[src/rtl/conv_tile_mem_ctrl.sv]
// Address/control sequencer for the weight-stationary MAC array: weight prefetch,
// strided/padded ifmap streaming and ready-throttled ofmap writeback, geometry latched at start.
module conv_tile_mem_ctrl #(
  parameter int unsigned MAC_ROW        = 16,
  parameter int unsigned MAC_COL        = 16,
  parameter int unsigned W_ADDR_BIT     = 11,
  parameter int unsigned IFMAP_ADDR_BIT = 9,
  parameter int unsigned OFMAP_ADDR_BIT = 10,
  parameter int unsigned DIM_BIT        = 6
) (
  input  logic                      clk,
  input  logic                      rst,
  input  logic                      start_in,
  input  logic [3:0]                cfg_oc_tiles_in,
  input  logic [3:0]                cfg_ic_groups_in,
  input  logic [2:0]                cfg_k_in,
  input  logic [1:0]                cfg_stride_in,
  input  logic [1:0]                cfg_pad_in,
  input  logic [DIM_BIT-1:0]        cfg_in_dim_in,
  input  logic [DIM_BIT-1:0]        cfg_out_dim_in,
  input  logic                      ofmap_ready_in,
  output logic                      w_prefetch_out,
  output logic [W_ADDR_BIT-1:0]     w_addr_out,
  output logic                      w_read_en_out,
  output logic                      ifmap_start_out,
  output logic [IFMAP_ADDR_BIT-1:0] ifmap_addr_out,
  output logic                      ifmap_read_en_out,
  output logic                      ifmap_pad_out,
  output logic                      mac_done_out,
  output logic [OFMAP_ADDR_BIT-1:0] ofmap_addr_out,
  output logic                      ofmap_write_en_out,
  output logic                      ofmap_write_done_out
);

  localparam int unsigned RW      = $clog2(MAC_ROW);
  localparam int unsigned ROW_BIT = 4 + 2 * DIM_BIT;

  if (MAC_ROW < 2 || MAC_COL < 1) begin : g_param_check
    $error("conv_tile_mem_ctrl: MAC_ROW must be >= 2 and MAC_COL >= 1");
  end

  // IDLE wait start | PREFETCH weight rows | STREAM ifmap slots | WRITE ofmap rows
  typedef enum logic [1:0] {IDLE, PREFETCH, STREAM, WRITE} state_e;
  state_e state_q, state_d;

  logic [3:0]                oct_q, oct_d, icgn_q, icgn_d;
  logic [2:0]                k_q, k_d;
  logic [1:0]                s_q, s_d, p_q, p_d;
  logic [DIM_BIT-1:0]        id_q, id_d, od_q, od_d;
  logic [3:0]                t_q, t_d, icg_q, icg_d;
  logic [2:0]                ky_q, ky_d, kx_q, kx_d;
  logic [RW-1:0]             r_q, r_d;
  logic [DIM_BIT-1:0]        ox_q, ox_d, oy_q, oy_d;
  logic [ROW_BIT-1:0]        row_q, row_d, rows_q, rows_d;
  logic                      wpf_q, wpf_d, wre_q, wre_d, ist_q, ist_d, ire_q, ire_d;
  logic                      ipad_q, ipad_d, mdone_q, mdone_d, owe_q, owe_d, owd_q, owd_d;
  logic [W_ADDR_BIT-1:0]     waddr_q, waddr_d;
  logic [IFMAP_ADDR_BIT-1:0] iaddr_q, iaddr_d, ilin;
  logic [OFMAP_ADDR_BIT-1:0] oaddr_q, oaddr_d;
  logic                      issue_slot, in_bounds, last_slot, last_blk;
  logic                      last_kx, last_ky, last_icg, last_t, degenerate;
  logic [9:0]                sy, sx, iy, ix;

  always_ff @(posedge clk or posedge rst) begin
    if (rst) begin
      state_q <= IDLE;
      oct_q <= '0; icgn_q <= '0; k_q <= '0; s_q <= '0; p_q <= '0; id_q <= '0; od_q <= '0;
      t_q <= '0; icg_q <= '0; ky_q <= '0; kx_q <= '0; r_q <= '0; ox_q <= '0; oy_q <= '0;
      row_q <= '0; rows_q <= '0;
      wpf_q <= 1'b0; wre_q <= 1'b0; ist_q <= 1'b0; ire_q <= 1'b0; ipad_q <= 1'b0;
      mdone_q <= 1'b0; owe_q <= 1'b0; owd_q <= 1'b0;
      waddr_q <= '0; iaddr_q <= '0; oaddr_q <= '0;
    end else begin
      state_q <= state_d;
      oct_q <= oct_d; icgn_q <= icgn_d; k_q <= k_d; s_q <= s_d; p_q <= p_d; id_q <= id_d; od_q <= od_d;
      t_q <= t_d; icg_q <= icg_d; ky_q <= ky_d; kx_q <= kx_d; r_q <= r_d; ox_q <= ox_d; oy_q <= oy_d;
      row_q <= row_d; rows_q <= rows_d;
      wpf_q <= wpf_d; wre_q <= wre_d; ist_q <= ist_d; ire_q <= ire_d; ipad_q <= ipad_d;
      mdone_q <= mdone_d; owe_q <= owe_d; owd_q <= owd_d;
      waddr_q <= waddr_d; iaddr_q <= iaddr_d; oaddr_q <= oaddr_d;
    end
  end

  always_comb begin
    state_d = state_q;
    oct_d = oct_q; icgn_d = icgn_q; k_d = k_q; s_d = s_q; p_d = p_q; id_d = id_q; od_d = od_q;
    t_d = t_q; icg_d = icg_q; ky_d = ky_q; kx_d = kx_q; r_d = r_q; ox_d = ox_q; oy_d = oy_q;
    row_d = row_q; rows_d = rows_q;
    wpf_d = 1'b0; wre_d = 1'b0; ist_d = 1'b0; ire_d = 1'b0; ipad_d = 1'b0;
    mdone_d = 1'b0; owe_d = 1'b0; owd_d = 1'b0;
    waddr_d = waddr_q; iaddr_d = iaddr_q; oaddr_d = oaddr_q;
    issue_slot = 1'b0;

    last_kx   = (kx_q == k_q - 3'd1);
    last_ky   = (ky_q == k_q - 3'd1);
    last_icg  = (icg_q == icgn_q - 4'd1);
    last_t    = (t_q == oct_q - 4'd1);
    last_blk  = last_kx && last_ky && last_icg && last_t;
    last_slot = (ox_q == od_q - DIM_BIT'(1)) && (oy_q == od_q - DIM_BIT'(1));
    degenerate = (cfg_oc_tiles_in == 4'd0) || (cfg_ic_groups_in == 4'd0) ||
                 (cfg_k_in == 3'd0) || (cfg_out_dim_in == '0);

    unique case (state_q)
      IDLE: begin
        if (start_in) begin
          oct_d = cfg_oc_tiles_in; icgn_d = cfg_ic_groups_in; k_d = cfg_k_in;
          s_d = cfg_stride_in; p_d = cfg_pad_in; id_d = cfg_in_dim_in; od_d = cfg_out_dim_in;
          t_d = '0; icg_d = '0; ky_d = '0; kx_d = '0; r_d = '0; ox_d = '0; oy_d = '0; row_d = '0;
          if (degenerate) begin
            rows_d  = '0;
            state_d = WRITE;
            mdone_d = 1'b1;
          end else begin
            rows_d  = ROW_BIT'(cfg_oc_tiles_in) * ROW_BIT'(cfg_out_dim_in) * ROW_BIT'(cfg_out_dim_in);
            state_d = PREFETCH;
            wpf_d   = 1'b1;
            wre_d   = 1'b1;
            waddr_d = '0;
          end
        end
      end
      PREFETCH: begin
        if (r_q == RW'(MAC_ROW - 1)) begin
          state_d    = STREAM;
          ox_d       = '0;
          oy_d       = '0;
          ist_d      = 1'b1;
          issue_slot = 1'b1;
        end else begin
          r_d     = r_q + RW'(1);
          wpf_d   = 1'b1;
          wre_d   = 1'b1;
          waddr_d = waddr_q + W_ADDR_BIT'(1);
        end
      end
      STREAM: begin
        if (last_slot) begin
          if (last_blk) begin
            state_d = WRITE;
            mdone_d = 1'b1;
            row_d   = '0;
          end else begin
            if (!last_kx) kx_d = kx_q + 3'd1;
            else begin
              kx_d = '0;
              if (!last_ky) ky_d = ky_q + 3'd1;
              else begin
                ky_d = '0;
                if (!last_icg) icg_d = icg_q + 4'd1;
                else begin
                  icg_d = '0;
                  t_d   = t_q + 4'd1;
                end
              end
            end
            state_d = PREFETCH;
            r_d     = '0;
            wpf_d   = 1'b1;
            wre_d   = 1'b1;
            waddr_d = waddr_q + W_ADDR_BIT'(1);
          end
        end else begin
          if (ox_q == od_q - DIM_BIT'(1)) begin
            ox_d = '0;
            oy_d = oy_q + DIM_BIT'(1);
          end else begin
            ox_d = ox_q + DIM_BIT'(1);
          end
          issue_slot = 1'b1;
        end
      end
      WRITE: begin
        if (row_q == rows_q) begin
          owd_d   = 1'b1;
          state_d = IDLE;
        end else if (ofmap_ready_in) begin
          owe_d   = 1'b1;
          oaddr_d = row_q[OFMAP_ADDR_BIT-1:0];
          row_d   = row_q + ROW_BIT'(1);
        end
      end
      default: state_d = IDLE;
    endcase

    // Padding test done unsigned: the slot is in bounds iff P <= oy*S+ky < ID+P.
    sy = 10'(oy_d) * 10'(s_q) + 10'(ky_q);
    sx = 10'(ox_d) * 10'(s_q) + 10'(kx_q);
    iy = sy - 10'(p_q);
    ix = sx - 10'(p_q);
    in_bounds = (sy >= 10'(p_q)) && (iy < 10'(id_q)) && (sx >= 10'(p_q)) && (ix < 10'(id_q));
    ilin = IFMAP_ADDR_BIT'((18'(icg_q) * 18'(id_q) + 18'(iy)) * 18'(id_q) + 18'(ix));
    if (issue_slot) begin
      if (in_bounds) begin
        ire_d   = 1'b1;
        iaddr_d = ilin;
      end else begin
        ipad_d = 1'b1;
      end
    end
  end

  assign w_prefetch_out       = wpf_q;
  assign w_addr_out           = waddr_q;
  assign w_read_en_out        = wre_q;
  assign ifmap_start_out      = ist_q;
  assign ifmap_addr_out       = iaddr_q;
  assign ifmap_read_en_out    = ire_q;
  assign ifmap_pad_out        = ipad_q;
  assign mac_done_out         = mdone_q;
  assign ofmap_addr_out       = oaddr_q;
  assign ofmap_write_en_out   = owe_q;
  assign ofmap_write_done_out = owd_q;

endmodule

[config.mk]
export PLATFORM = sky130hd
export DESIGN_NAME = conv_tile_mem_ctrl
export DESIGN_NICKNAME = d
export VERILOG_FILES = /design/src/rtl/conv_tile_mem_ctrl.sv
export SDC_FILE = /design/constraint.sdc
export NUM_CORES = 1
export LEC_CHECK = 0
export ABC_AREA = 1
export CAP_MARGIN = 20
export CORE_MARGIN = 2
export CORE_UTILIZATION = 33
export DETAILED_ROUTE_END_ITERATION = 8
export PLACE_DENSITY = 0.49
export SETUP_SLACK_MARGIN = 0.2
export SYNTH_ARGS = -nofsm -noshare
export SYNTH_HDL_FRONTEND = slang
export SYNTH_SLANG_ARGS = --single-unit
[constraint.sdc]
create_clock -name clk -period 9.9 [get_ports clk]
set_clock_uncertainty 0.1 [all_clocks]
set_input_delay 2.475 -clock clk [delete_from_list [all_inputs] [get_ports clk]]
set_output_delay 2.475 -clock clk [all_outputs]
set_load 0.01 [all_outputs]
==> reports/qor_table.md, run 1 <==
| Result | Reported |
|:---|:---|
| Final Setup Violations | 0 |
| Wire length of the first global-routing pass | 59,200 um |
| I/O Buffers | 68 |
| Number of max-cap violations | 0 |
| Largest cells by area after synthesis | sky130_fd_sc_hd__dfrtp_1 24%, sky130_fd_sc_hd__nand2_1 14%, sky130_fd_sc_hd__fa_1 13% |
| Wire length reported by the detailed router | 35,200 um |
| CTS Buffer Depth | 2 |
| CP max FO | 3 |
| Number of different library cells in the post-synthesis netlist | 54 |
| Number of levels in the clock H-tree | 4 |
| Count of warnings emitted by yosys | 0 |
| Power per Cell Area | 130 mW/mm^2 |
| Clock net sink count | 128 |
| Per-cell routed wire length | 14.1 um |
| Floorplan die width | 205 um |
| Req. time, crit path | 10.13 ns |
| Max stage delay cell, worst path | sky130_fd_sc_hd__fa_1 |
| Startpoint Class | input port |
| Top Metal Used | met5 |
| Post-synthesis cell type with the largest combined area | sky130_fd_sc_hd__dfrtp_1 |
| Element type at the critical path end | flip-flop |
| Io pins | 69 |
| Antenna violations before repair | 1 |
| Post-synth EDFFs | 0 |
| WL met2 | 17,000 um |
| Die ar. | 0.0420 sq mm |
| Leakage power of the design | 0.00833 uW |
| Worst path buffer plus inverter count | 12 |
| Count of endpoints failing hold in the final timing report | 0 |
| Max Slew Vio Count | 0 |
| CTS tree | done |
| Post-layout min period | 9.71 ns |
| Setup slack after placement | -0.714 ns |
| Maximum vdd ir drop | 0.255 mV |
| Number of nets with antenna violations after detailed routing | 0 |
| Sequential element share of the synthesized area | 0.240 |
| Biggest cell delay along the critical path | 0.52 ns |
| Core Footprint | 0.0398 sq mm |
| Period utilization | 0.980 |
| Antenna cells | 0 |
| Setup repair after global routing missed its margin | yes |
| Worst-skew pair later-pin latency | 0.44 ns |
| First-pass iteration count of the detailed router | 6 |
| Initial core utilization | 0.334 |
| Tightest slew margin relative to the limit | 0.397 |
| Fmax | 103 MHz |
| Slew at the pin closest to its max-slew limit | 0.904 ns |
| Result of the run | finished clean |
| Prevailing post-synth register cell | sky130_fd_sc_hd__dfrtp_1 |
| Share of cells above drive strength 1 | 0.120 |
| Hold buffer count at cts | 0 |
| Clk pin slew, worst setup/hold paths | 0.06 ns |
| Post-route cell area | 0.0160 sq mm |
| Pin count of the biggest net entering global routing | 66 |
| Net count of the finished layout | 2,199 |
| # DRC | 0 |
| Category of cells accounting for the largest share of critical-path delay | adder cells |
| Length of routed wiring on met1 | 16,600 um |
| Placed cell area | 0.0152 sq mm |
| Flip-flop and latch count after synthesis | 128 |
| Post-Synthesis Cell Area | 0.0133 sq mm |
| Mean post-synth cell area | 7.30 sq um |
| Synth top area share | 0.240 |
| Die extent in y | 205 um |
| Synthesized instance count | 1,824 |
| Via-to-Cell Ratio | 4.65 |
| Proportion of synthesized flip-flops having asynchronous set or reset | 1.00 |
| GRT overflow | 0 |
| Post-detail-place hpwl | 28,200 um |
| Commonest non-fill, non-tap cell in the layout | sky130_fd_sc_hd__nand2_1 |
| Overall fraction of global-route tracks in use | 0.176 |
| Path type of the worst min-delay path | flip-flop to flip-flop |
| Setup WS post-layout | 0.194 ns |
| Worst path arrival time | 9.93 ns |
| Vias in the first global route | 11,700 |
| Starting DRT DRC Count | 510 |
| Routed via count | 11,600 |
| Worst-case register-to-register setup slack | 0.53 ns |
| Metal3 WL | 976 um |
| Most used cells in the layout excluding fill and tap cells | 501 x sky130_fd_sc_hd__nand2_1, 325 x sky130_fd_sc_hd__inv_1, 128 x sky130_fd_sc_hd__dfrtp_1 |
| Clock root buffer master | sky130_fd_sc_hd__clkbuf_16 |
| Syn_nets | 2,060 |
| Area growth from synthesis to layout | 20.2% |
| Crit Path Class | input port to flip-flop |
| Number of standard-cell rows in the floorplan | 73 |
| Routability Congestion | 0.825 |
| Number of buffers created by CTS | 17 |
[registers in the layout, summed over array words and instances, names as in the netlist, 3 cells and up]
signal / flops
kx_q: 3
od_q: 6
r_q: 4
icg_q: 4
ky_q: 3
ofmap_addr_out: 10
icgn_q: 4
k_q: 3
id_q: 6
rows_q: 16
oct_q: 4
row_q: 16
ifmap_addr_out: 9
oy_q: 6
t_q: 4
w_addr_out: 11
ox_q: 6
[per-stage QoR]
stage	utilization	setup TNS [ns]	total power [uW]	std cells	hold WS (ns)
3_3_place_gp	0.381	-1.65	1450	2460	0.373
4_1_cts	0.397	0	2120	2495	0.387
2_1_floorplan	-	0	1180	1824	0.353
5_1_grt	0.402	-0.230	2250	2501	0.419
3_5_place_dp	0.381	-1.86	1450	2460	0.370
6_report	0.402	0	2090	2501	0.380
[where the power goes]
part           internal (uW)  switching [uW]  total (uW)
Combinational            331             516         847
Clock                    405             258         663
Sequential               547            30.9         578
[routing by layer]
| metal | vias up | GRT usage |
|---|---|---|
| met4 | 2 | 0.0468 |
| met1 | 5457 | 0.232 |
| li1 | 5991 | - |
| met5 | - | 0 |
| met3 | 39 | 0.0213 |
| met2 | 144 | 0.303 |
[cell type report]
cell class | instances | area [sq um]
clock buffers | 21 | 450
clock inverters | 11 | 155
fillers | 4161 | 23800
inverters | 352 | 1330
multi-input cells | 1308 | 8860
flip-flops and latches | 128 | 3200
well taps | 525 | 657
repair buffers | 156 | 1360
[final timing paths]
check	from	endpoint	cells past startpoint
max	start_in	ifmap_addr_out[8]	50
min	k_q[1]	k_q[1]	2
max reg2reg	od_q[0]	ifmap_addr_out[8]	58
min reg2reg	k_q[1]	k_q[1]	2
max in group asynchronous	rst	rows_q[4]	3
min in group asynchronous	rst	ifmap_addr_out[8]	2
[repair_timing]
| item | CTS | global route |
|---|---|---|
| resized for setup | 13 | 45 |
| setup buffers | 3 | 6 |
| setup endpoints to repair | 4 | 4 |
| pin swaps | 7 | 38 |
[cell usage after synthesis, drive strengths merged (33+ instances only)]
master  instances
nand4          33
ha            120
nand2         526
fa             85
o21ai         108
a21oi          59
nor2          106
nand3          84
xor2           39
dfrtp         128
inv           347
xnor2          36
[cells by family (layout without fill, tap and decap cells)]
logic type / count (synthesis) / in the layout / share of synthesized area
xor+xnor: 75 / 75 / 0.0499
flops: 128 / 128 / 0.240
compound gates: 211 / 211 / 0.0887
buf+inv: 388 / 540 / 0.112
simple gates: 814 / 814 / 0.266
fa+ha+maj: 205 / 205 / 0.240
mux: 3 / 3 / 0.00254
[worst min-delay path, cell delays in order (launching register included)]
cell                      delay, ns
sky130_fd_sc_hd__dfrtp_1       0.34
sky130_fd_sc_hd__nand2_1       0.05
sky130_fd_sc_hd__o21ai_0       0.05
Power figures use the tool's default switching activity.
==> run 2, diff against run 1 <==
--- a/config.mk
+++ b/config.mk
@@ -8,9 +8,9 @@
 export ABC_AREA = 1
 export CAP_MARGIN = 20
 export CORE_MARGIN = 2
-export CORE_UTILIZATION = 33
+export CORE_UTILIZATION = 35
 export DETAILED_ROUTE_END_ITERATION = 8
-export PLACE_DENSITY = 0.49
+export PLACE_DENSITY = 0.51
 export SETUP_SLACK_MARGIN = 0.2
 export SYNTH_ARGS = -nofsm -noshare
 export SYNTH_HDL_FRONTEND = slang
==> reports/qor_table.md, run 2 (synthesis results as in run 1) <==
| Result | Reported | Delta |
|:---|:---|:---|
| Result of the run | finished clean |  |
| I/O Buffers | 68 | unchanged |
| Antenna cells | 0 | unchanged |
| Max stage delay cell, worst path | sky130_fd_sc_hd__fa_2 |  |
| Initial core utilization | 0.354 | +0.0200 |
| Switching Fraction | 0.395 | +0.0101 |
| CTS Buffer Depth | 2 | unchanged |
| Io pins | 69 | unchanged |
| Req. time, crit path | 10.12 ns | about the same |
| Util after Layout | 0.437 | +0.0347 |
| Routability Congestion | 0.853 | +3.4% |
| Design internal power | 1230 uW | -4.4% |
| Floorplan die width | 199 um | -2.8% |
| Number of max-cap violations | 0 | unchanged |
| Setup repair after global routing missed its margin | yes |  |
| Leakage power of the design | 0.00855 uW | +2.5% |
| Worst-skew pair later-pin latency | 0.43 ns | about the same |
| Net count of the finished layout | 2,245 | +2.1% |
| Most used cells in the layout excluding fill and tap cells | 495 x sky130_fd_sc_hd__nand2_1, 320 x sky130_fd_sc_hd__inv_1, 132 x sky130_fd_sc_hd__buf_4 |  |
| Final TNS setup | 0 ns | unchanged |
| Post-detail-place hpwl | 28,100 um | -0.42% |
| Net switching component of the power | 803 uW | -0.22% |
| Filler Cells Inserted | 3,832 | -7.9% |
| Clock root buffer master | sky130_fd_sc_hd__clkbuf_16 |  |
| Power per Cell Area | 124 mW/mm^2 | -5.1% |
| Share of cells above drive strength 1 | 0.151 | +0.0309 |
| Wire length reported by the detailed router | 36,400 um | +3.4% |
| # DRC | 0 | unchanged |
| Share of power burned in combinational logic | 0.415 | +0.009 |
| GRT overflow | 0 | unchanged |
| Number of standard-cell rows in the floorplan | 71 | -2.7% |
| Routed via count | 12,100 | +3.9% |
| Per-cell routed wire length | 14.4 um | +2.1% |
| Final Setup Violations | 0 | unchanged |
| Via-to-Cell Ratio | 4.77 | +2.6% |
| Worst path arrival time | 9.97 ns | +0.04 ns |
| Maximum vdd ir drop | 0.276 mV | +8.4% |
| Overall fraction of global-route tracks in use | 0.191 | +0.0151 |
| Commonest non-fill, non-tap cell in the layout | sky130_fd_sc_hd__nand2_1 |  |
| Element type at the critical path end | flip-flop |  |
| Hold buffer count at cts | 0 | unchanged |
| Post-layout min period | 9.74 ns | +0.0363 ns |
| Crit Path Class | input port to flip-flop |  |
| Hold WS | 0.394 ns | +0.0143 ns |
| CTS tree | done |  |
| Number of nets with antenna violations after detailed routing | 0 | unchanged |
| Sequential cell fraction of total power | 0.284 | +0.007 |
| Vias in the first global route | 11,900 | +2.1% |
| Path type of the worst min-delay path | flip-flop to flip-flop |  |
| Max Slew Vio Count | 0 | unchanged |
| Period utilization | 0.984 | +0.00367 |
| Biggest cell delay along the critical path | 0.62 ns | +0.10 ns |
| Area growth from synthesis to layout | 23.2% |  |
| Clk pin slew, worst setup/hold paths | 0.06 ns | about the same |
| Count of endpoints failing hold in the final timing report | 0 | unchanged |
| Fmax | 103 MHz | -0.37% |
| First-pass iteration count of the detailed router | 5 | -1 |
| Antenna violations before repair | 1 | unchanged |
| Wire length of the first global-routing pass | 60,200 um | +1.7% |
| Cell seen most often among critical-path stages | sky130_fd_sc_hd__buf_4 |  |
| Setup slack after placement | -0.715 ns | -0.00125 ns |
| Number of buffers created by CTS | 17 | unchanged |
| Die extent in y | 199 um | -2.8% |
| Clock net sink count | 128 | unchanged |
| Starting DRT DRC Count | 489 | -4.1% |
| CP max FO | 5 | +2 |
| Core Footprint | 0.0376 sq mm | -5.6% |
| Slew at the pin closest to its max-slew limit | 0.935 ns | +0.0309 ns |
| Setup WS post-layout | 0.158 ns | -0.0363 ns |
| Tightest slew margin relative to the limit | 0.376 | -0.0206 |
| Design Power | 2030 uW | -2.8% |
| Clock share of power | 0.301 | -0.017 |
| Startpoint Class | input port |  |
| Pin count of the biggest net entering global routing | 68 | +3.0% |
| Die ar. | 0.0396 sq mm | -5.6% |
| Number of levels in the clock H-tree | 4 | unchanged |
run 2: cell count changes in the layout (fill, tap and decap cells not counted), sizes merged:
cell,previous run,this run
bufinv,3,1
buf,89,135
clkinvlp,1,2
clkinv,10,11
inv,349,351
clkbuf,21,19
run 2: worst paths after layout:
| kind | startpoint | endpoint | slack (ns) | depth (start not counted) |
|---|---|---|---|---|
| hold reg to reg | ofmap_addr_out[7] | ofmap_addr_out[7] | 0.39 | 1 |
| setup reg to reg | od_q[0] | ifmap_addr_out[8] | 0.62 | 57 |
| max in group asynchronous | rst | row_q[7] | 6.03 | 3 |
| min in group asynchronous | rst | ifmap_addr_out[5] | 2.42 | 2 |
| setup / recovery | start_in | ifmap_addr_out[8] | 0.16 | 60 |
| hold / removal | ofmap_addr_out[7] | ofmap_addr_out[7] | 0.39 | 1 |
run 2: critical path, delay by kind of cell:
family	cells	cell delay, ns
buffers and inverters	32	3.47
adder cells (fa/ha/maj)	4	1.99
AND/OR/NAND/NOR	23	1.78
AO/OA/AOI/OAI	1	0.22
run 2: metrics by stage:
| stage | instances | cell area [sq um] |
|---|---|---|
| after floorplan | 1824 | 13400 |
| after global placement | 2442 | 15100 |
| after detailed placement | 2442 | 15100 |
| after CTS | 2522 | 16100 |
| after global routing | 2533 | 16400 |
| final | 2533 | 16400 |
run 2: power groups by stage:
stage               registers, uW  clock network, uW  logic (uW)
global placement              586                  0         847
CTS                           577                627         860
detailed placement            586                  0         853
finish                        577                611         842
global route                  580                644         960
floorplan                     582                  0         600
run 2: repair_timing:
action,4_1_cts,5_1_grt
endpoints found under the setup margin,4,4
endpoints found under the hold margin,0,0
pin swaps,23,53
resized for setup,20,66
setup buffers,48,11
run 2: layer usage:
layer	vias to the layer above	share of wire	global-route usage	routed length [um]
met5	-	0.00044	0	16
met4	2	0.020	0.0586	727
met3	50	0.031	0.0226	1150
met2	187	0.49	0.330	17800
met1	5766	0.46	0.250	16700
li1	6080	-	-	-
run 2: final cells by class:
class                      count  area, sq um  area share
clock inverter                13          131     0.00801
timing repair buffer         202         1700       0.103
sequential                   128         3200       0.195
multi-input combinational   1308         8980       0.547
inverter                     352         1330      0.0809
tap                          511          639      0.0390
clock buffer                  19          433      0.0264
==> run 3, diff against run 2 <==
--- a/config.mk
+++ b/config.mk
@@ -12,6 +12,7 @@
 export DETAILED_ROUTE_END_ITERATION = 8
 export PLACE_DENSITY = 0.51
 export SETUP_SLACK_MARGIN = 0.2
+export SLEW_MARGIN = 20
 export SYNTH_ARGS = -nofsm -noshare
 export SYNTH_HDL_FRONTEND = slang
 export SYNTH_SLANG_ARGS = --single-unit
==> results of run 3 <==
The final DEF is identical to that of run 2; final timing and power are the same.
